===== config.mk =====
export PLATFORM = sky130hd
export DESIGN_NAME = uart_boot_loader
export DESIGN_NICKNAME = d
export VERILOG_FILES = /design/src/rtl/uart_boot_loader.sv
export SDC_FILE = /design/constraint.sdc
export NUM_CORES = 1
export LEC_CHECK = 0
export BUFFER_PORTS_ARGS = -buffer_cell sky130_fd_sc_hd__buf_2
export CORE_MARGIN = 2
export CORE_UTILIZATION = 37
export DETAILED_ROUTE_END_ITERATION = 7
export MAX_ROUTING_LAYER = met4
export PLACE_DENSITY = 0.54
export SKIP_LAST_GASP = 1
export SLEW_MARGIN = 20
export SYNTH_ARGS = -nofsm -noshare
export SYNTH_HDL_FRONTEND = slang
export SYNTH_SLANG_ARGS = --single-unit

===== constraint.sdc =====
create_clock -name clk -period 7.8 [get_ports clk]
set_input_delay 0 -clock clk [delete_from_list [all_inputs] [get_ports clk]]
set_output_delay 0 -clock clk [all_outputs]
set_load 0.01 [all_outputs]

===== src/rtl/uart_boot_loader.sv =====
// uart_boot_loader: receives a checksummed image over UART, writes it to RAM and
// holds the CPU in reset until the image is committed and verified.
module uart_boot_loader #(
    parameter int          CLKS_PER_BIT = 434,
    parameter logic [31:0] BASE_ADDR    = 32'h0000_0000,
    parameter int          MAX_WORDS    = 4096
) (
    input  logic        clk,
    input  logic        rst,
    input  logic        uart_rx,
    output logic        mem_req,
    output logic        mem_we,
    output logic [31:0] mem_addr,
    output logic [31:0] mem_wdata,
    input  logic        mem_ready,
    output logic        cpu_rst_n,
    output logic        boot_done,
    output logic        boot_err,
    output logic [15:0] words_loaded
);
    localparam logic [15:0] FULL  = 16'(CLKS_PER_BIT - 1);
    localparam logic [15:0] HALF  = 16'(CLKS_PER_BIT / 2 - 1);
    localparam logic [16:0] LIMIT = 17'(MAX_WORDS);

    typedef enum logic [1:0] {RX_IDLE, RX_START, RX_DATA, RX_STOP} rx_state_t;
    typedef enum logic [2:0] {WAIT_MAGIC, LEN0, LEN1, DATA, WRITE, CSUM, DONE, ERROR} ld_state_t;

    logic [2:0]  rx_sync;
    rx_state_t   rx_state, rx_state_n;
    logic [15:0] rx_cnt, rx_cnt_n;
    logic [2:0]  rx_bit, rx_bit_n;
    logic [7:0]  rx_shift, rx_shift_n;
    logic        byte_valid, frame_err;
    logic        rx_s, rx_prev;

    ld_state_t   ld_state, ld_state_n;
    logic [7:0]  len_lo, len_lo_n;
    logic [15:0] len, len_n, idx, idx_n, words_n;
    logic [31:0] word, word_n, addr_n;
    logic [1:0]  bcnt, bcnt_n;
    logic [7:0]  csum, csum_n, hold_byte, hold_byte_n, cur;
    logic        hold_valid, hold_valid_n, got;
    logic [15:0] new_len;

    assign rx_s    = rx_sync[1];
    assign rx_prev = rx_sync[2];

    always_ff @(posedge clk) begin
        if (rst) begin
            rx_sync  <= 3'b111;
            rx_state <= RX_IDLE;
            rx_cnt   <= '0;
            rx_bit   <= '0;
            rx_shift <= '0;
        end else begin
            rx_sync  <= {rx_sync[1:0], uart_rx};
            rx_state <= rx_state_n;
            rx_cnt   <= rx_cnt_n;
            rx_bit   <= rx_bit_n;
            rx_shift <= rx_shift_n;
        end
    end

    // All samples are taken mid-bit, counted from the synchronised start edge.
    always_comb begin
        rx_state_n = rx_state;
        rx_cnt_n   = rx_cnt + 16'd1;
        rx_bit_n   = rx_bit;
        rx_shift_n = rx_shift;
        byte_valid = 1'b0;
        frame_err  = 1'b0;
        case (rx_state)
            RX_IDLE: begin
                rx_cnt_n = '0;
                if (rx_prev && !rx_s) rx_state_n = RX_START;
            end
            RX_START: if (rx_cnt == HALF) begin
                rx_cnt_n   = '0;
                rx_bit_n   = '0;
                rx_state_n = rx_s ? RX_IDLE : RX_DATA;
            end
            RX_DATA: if (rx_cnt == FULL) begin
                rx_cnt_n   = '0;
                rx_shift_n = {rx_s, rx_shift[7:1]};
                rx_bit_n   = rx_bit + 3'd1;
                if (rx_bit == 3'd7) rx_state_n = RX_STOP;
            end
            default: if (rx_cnt == FULL) begin
                byte_valid = rx_s;
                frame_err  = !rx_s;
                rx_state_n = RX_IDLE;
            end
        endcase
    end

    always_ff @(posedge clk) begin
        if (rst) begin
            ld_state     <= WAIT_MAGIC;
            len_lo       <= '0;
            len          <= '0;
            idx          <= '0;
            word         <= '0;
            bcnt         <= '0;
            csum         <= '0;
            hold_valid   <= 1'b0;
            hold_byte    <= '0;
            mem_addr     <= '0;
            words_loaded <= '0;
        end else begin
            ld_state     <= ld_state_n;
            len_lo       <= len_lo_n;
            len          <= len_n;
            idx          <= idx_n;
            word         <= word_n;
            bcnt         <= bcnt_n;
            csum         <= csum_n;
            hold_valid   <= hold_valid_n;
            hold_byte    <= hold_byte_n;
            mem_addr     <= addr_n;
            words_loaded <= words_n;
        end
    end

    always_comb begin
        ld_state_n   = ld_state;
        len_lo_n     = len_lo;
        len_n        = len;
        idx_n        = idx;
        word_n       = word;
        bcnt_n       = bcnt;
        csum_n       = csum;
        addr_n       = mem_addr;
        words_n      = words_loaded;
        got          = (ld_state != WRITE) && (hold_valid || byte_valid);
        cur          = hold_valid ? hold_byte : rx_shift;
        new_len      = {cur, len_lo};
        // A held byte is always consumed before a fresh one, which then takes its place.
        hold_byte_n  = byte_valid ? rx_shift : hold_byte;
        hold_valid_n = (ld_state == WRITE) ? (hold_valid || byte_valid) : (hold_valid && byte_valid);
        case (ld_state)
            WAIT_MAGIC: if (got && cur == 8'hA5) begin
                ld_state_n = LEN0;
                csum_n     = '0;
                idx_n      = '0;
            end
            LEN0: if (got) begin
                len_lo_n   = cur;
                ld_state_n = LEN1;
            end
            LEN1: if (got) begin
                len_n      = new_len;
                bcnt_n     = '0;
                ld_state_n = ({1'b0, new_len} > LIMIT) ? ERROR : (new_len == '0) ? CSUM : DATA;
            end
            DATA: if (got) begin
                word_n = {cur, word[31:8]};
                csum_n = csum + cur;
                bcnt_n = bcnt + 2'd1;
                if (bcnt == 2'd3) begin
                    addr_n     = BASE_ADDR + {14'd0, idx, 2'b00};
                    ld_state_n = WRITE;
                end
            end
            WRITE: begin
                if (mem_ready) begin
                    idx_n      = idx + 16'd1;
                    words_n    = words_loaded + 16'd1;
                    ld_state_n = (idx + 16'd1 == len) ? CSUM : DATA;
                end
                if (byte_valid && hold_valid) ld_state_n = ERROR;
            end
            CSUM: if (got) ld_state_n = (cur == csum) ? DONE : ERROR;
            default: ;
        endcase
        if (frame_err && ld_state != DONE && ld_state != ERROR) ld_state_n = ERROR;
    end

    assign mem_req   = ld_state == WRITE;
    assign mem_we    = mem_req;
    assign mem_wdata = word;
    assign boot_done = ld_state == DONE;
    assign cpu_rst_n = boot_done;
    assign boot_err  = ld_state == ERROR;
endmodule

==> summary.txt <==
Route
  – DRC: 0
  – Routed Antenna Nets: 0
  – Vias per Instance: about 5.0
  – Initial drt markers: around 380
  – First-pass DRT Iterations: 5
  – Final wirelength: between 15000 and 20000 um
  – Avg WL per Cell: approximately 14 um
  – Detailed-route via count: 6302

Hold path
  – Hold crit path type: in2reg

Critical path
  – Worst-path fanout max: 15
  – Worst Path Arrival: approximately 3.9 ns
  – Crit path required time: about 8.2 ns
  – Crit path max-delay cell type: dfxtp_1
  – CP Capture Type: flop
  – Critical Path Start Type: flop
  – CP cell instances: mux2i_1 > inv_1 > ha_1 > nand3_1 > o2111ai_1 > a21o_1 > a21oi_1 > xnor2_1 > or4_1 > a31oi_1
  – Delay-heaviest family, CP: flip-flops
  – Buf/Inv on CP: 1
  – Max incr delay on CP: 0.93 ns
  – Critical path type: reg2reg

Global routing
  – Gr ovfl total: 0
  – Global-route wire length before repair: 29700 um
  – Total track usage: roughly 18%
  – Vias in the first global route: approximately 5700
  – Initial antenna violation count: 0
  – Largest net degree at the start of global routing: 58

Floorplan
  – Core area: approximately 20000 um2
  – I/O pin cnt: between 80 and 90
  – Initial core utilization: between 30% and 40%
  – Die Height: roughly 150 um
  – Full die area: between 20000 and 25000 um2
  – Row count: 52
  – Die W: ~150 um

Cells and area
  – Area growth syn-to-layout: 14.7%
  – Fin area: about 8600 um2
  – Nets: 990
  – Share of cells above drive strength 1: around 13%
  – ANT cells: 0

Clock network
  – Later-pin clock latency in the skew report: 0.43 ns
  – Number of H-tree levels: 4
  – Num CTS Buffers: 17
  – Sink Count: 158
  – TritonCTS clock tree: yes
  – Clock Path Buffers: 2
  – Clock Pin Slew Worst Setup and Hold Paths: 0.06 ns
  – Clock root cell: clkbuf_16

Yosys
  – Mapped cell area: roughly 7500 um2
  – Commonest register cell after synthesis: dfxtp_1
  – Most instantiated cells after synthesis: 158 x dfxtp_1, 152 x nand2_1, 117 x nor2_1
  – Syn Inst Count: between 900 and 1000
  – Top cells by area, synth: dfxtp_1 42%, nand2_1 7.6%, a21oi_1 6.5%
  – Post-synth EDFFs: 0
  – Ys async rst share: 0%
  – Top-area cell type share of the netlist area: 42.2%
  – Yosys warns: 0
  – Most common cell in the netlist: dfxtp_1
  – Syn Area/Cell: around 8.0 um2
  – Synth Register Bits: between 150 and 200
  – Cell type with the highest aggregate area in the netlist: dfxtp_1
  – Register area share after synthesis: ~42%
  – Unique cell type count in the Yosys netlist: 61

Power and ir drop
  – Pwr dens: around 210 nW/um2
  – Worst vdd ir: 155 uV
  – Seq pwr share: about 46%
  – P_int: between 0.001 and 0.0015 W
  – Sw Share: 19.8%
  – Clock power share: 53.3%
  – Leakage: between 3 and 4 nW
  – Combinational Power Share: 1.2%
  – P_sw: ~0.00035 W

Run status
  – Status: complete, no violations

STA
  – Setup TNS: 0 ns
  – Setup Skew: around 0.0076 ns
  – Worst Tran Pin Value: 1.10 ns
  – Hold_ws: approximately 0.022 ns
  – Min cycle time layout: approximately 3.6 ns
  – Worst relative slew slack: between 20% and 30%
  – Unrepaired setup endpoints after global routing: false
  – Final-report hold violation count: 0
  – # setup viols final: 0
  – Max Fclk: roughly 280 MHz
  – Tcrit/Tclk final: 45.6%
  – Final slew viol count: 0

Job
  – Maximum Capacitance Violations: 0

Placement
  – DP HPWL: around 12000 um
  – Port bufs: 72
  – GPL Wtd Cong: between 0.8 and 0.9
  – Placed inst area: 7920 um2
## final cells by class
type / count / area, um2
Fill cell: 2067 / 11400
Tap cell: 270 / 338
Inverter: 24 / 90.1
Clock buffer: 20 / 457
Clock inverter: 11 / 213
Timing Repair Buffer: 78 / 410
Sequential cell: 158 / 3160
Multi-Input combinational cell: 691 / 3930
## power groups by stage
| stage | Sequential (W) | Clock [W] | Combinational, W |
|---|---|---|---|
| 4_1_cts | 0.000809 | 0.000968 | 0.0000208 |
| 2_1_floorplan | 0.000826 | 0 | 0.0000225 |
| 6_report | 0.000809 | 0.000948 | 0.0000206 |
| 3_5_place_dp | 0.000827 | 0 | 0.0000205 |
| 5_1_grt | 0.000809 | 0.00100 | 0.0000229 |
| 3_3_place_gp | 0.000827 | 0 | 0.0000205 |
## cells by family (layout without fill, tap and decap cells)
| logic type | after synthesis | count (layout) | share of synthesized area (%) |
|---|---|---|---|
| and+or+nand+nor | 408 | 408 | 25.0 |
| adders and majority gates | 16 | 16 | 2.77 |
| muxes | 18 | 18 | 2.89 |
| buffers and inverters | 101 | 133 | 6.47 |
| DFF | 158 | 158 | 42.2 |
| other | 1 | 16 | 0.0500 |
| xor gates and xnor gates | 54 | 54 | 6.30 |
| AOI/OAI and AO/OA | 179 | 179 | 14.3 |
## what timing repair did
action	CTS	global route
hold endpoints to repair	1	0
gates resized for setup	0	0
buffers inserted	0	0
hold buffers	1	0
## layout by cell type, fill, tap and decap left out, types with 8 or more instances in the layout
cell type,netlist,layout
nor4_1,9,9
inv_1,22,22
conb_1,1,16
o21ai_0,19,19
dfxtp_1,158,158
nor3_1,17,17
buf_2,13,71
a211oi_1,25,25
xnor2_1,27,27
or2_2,8,8
xor2_1,27,27
mux2i_1,13,12
nand2_1,152,152
clkbuf_16,0,17
nor2_1,117,116
a21oi_1,98,98
and3_1,9,9
nand3_1,49,49
ha_1,15,15
nand4_1,16,16
## final timing paths
path | start | endpoint | slack (ns) | depth (start not counted)
worst min-delay path | rst | idx[9]$_SDFFE_PP0P_ | 0.02 | 2
worst max register to register | hold_valid$_SDFF_PP0_ | csum[7]$_SDFFE_PP0P_ | 4.25 | 10
worst min register to register | rx_sync[0]$_SDFF_PP1_ | rx_sync[1]$_SDFF_PP1_ | 0.41 | 1
worst max-delay path | hold_valid$_SDFF_PP0_ | csum[7]$_SDFFE_PP0P_ | 4.25 | 10
## registers in the layout (all words and copies together) (netlist names), 16 cells and up
| register | cells |
|---|---|
| mem_wdata | 32 |
| idx | 16 |
| len | 16 |
| mem_addr | 16 |
| rx_cnt | 16 |
| words_loaded | 16 |
## worst register-to-register path: cells and delay by family, from the launching register on
family	cells	cell delay, ns
compound gates	4	0.72
xor+xnor	1	0.14
fa+ha+maj	1	0.38
buf+inv	1	0.10
flops	1	0.93
mux	1	0.68
simple gates	2	0.53
## metrics by stage
stage,instances,power [W],util [%],worst slack [ns]
after floorplan,950,0.000849,-,5.02
after global placement,1220,0.000848,39.5,4.44
after detailed placement,1220,0.000848,39.5,4.36
after CTS,1252,0.00180,42.9,4.23
after global routing,1252,0.00184,42.9,3.96
final,1252,0.00178,42.9,4.25
## metal layers
metal | share of wire [%] | global-route usage (%) | vias up
met5 | 0 | - | -
met4 | 1.6 | 5.53 | 0
met3 | 3.3 | 4.06 | 20
met2 | 46 | 26.5 | 109
met1 | 49 | 23.3 | 2931
li1 | - | - | 3242
Power figures use the tool's default switching activity.
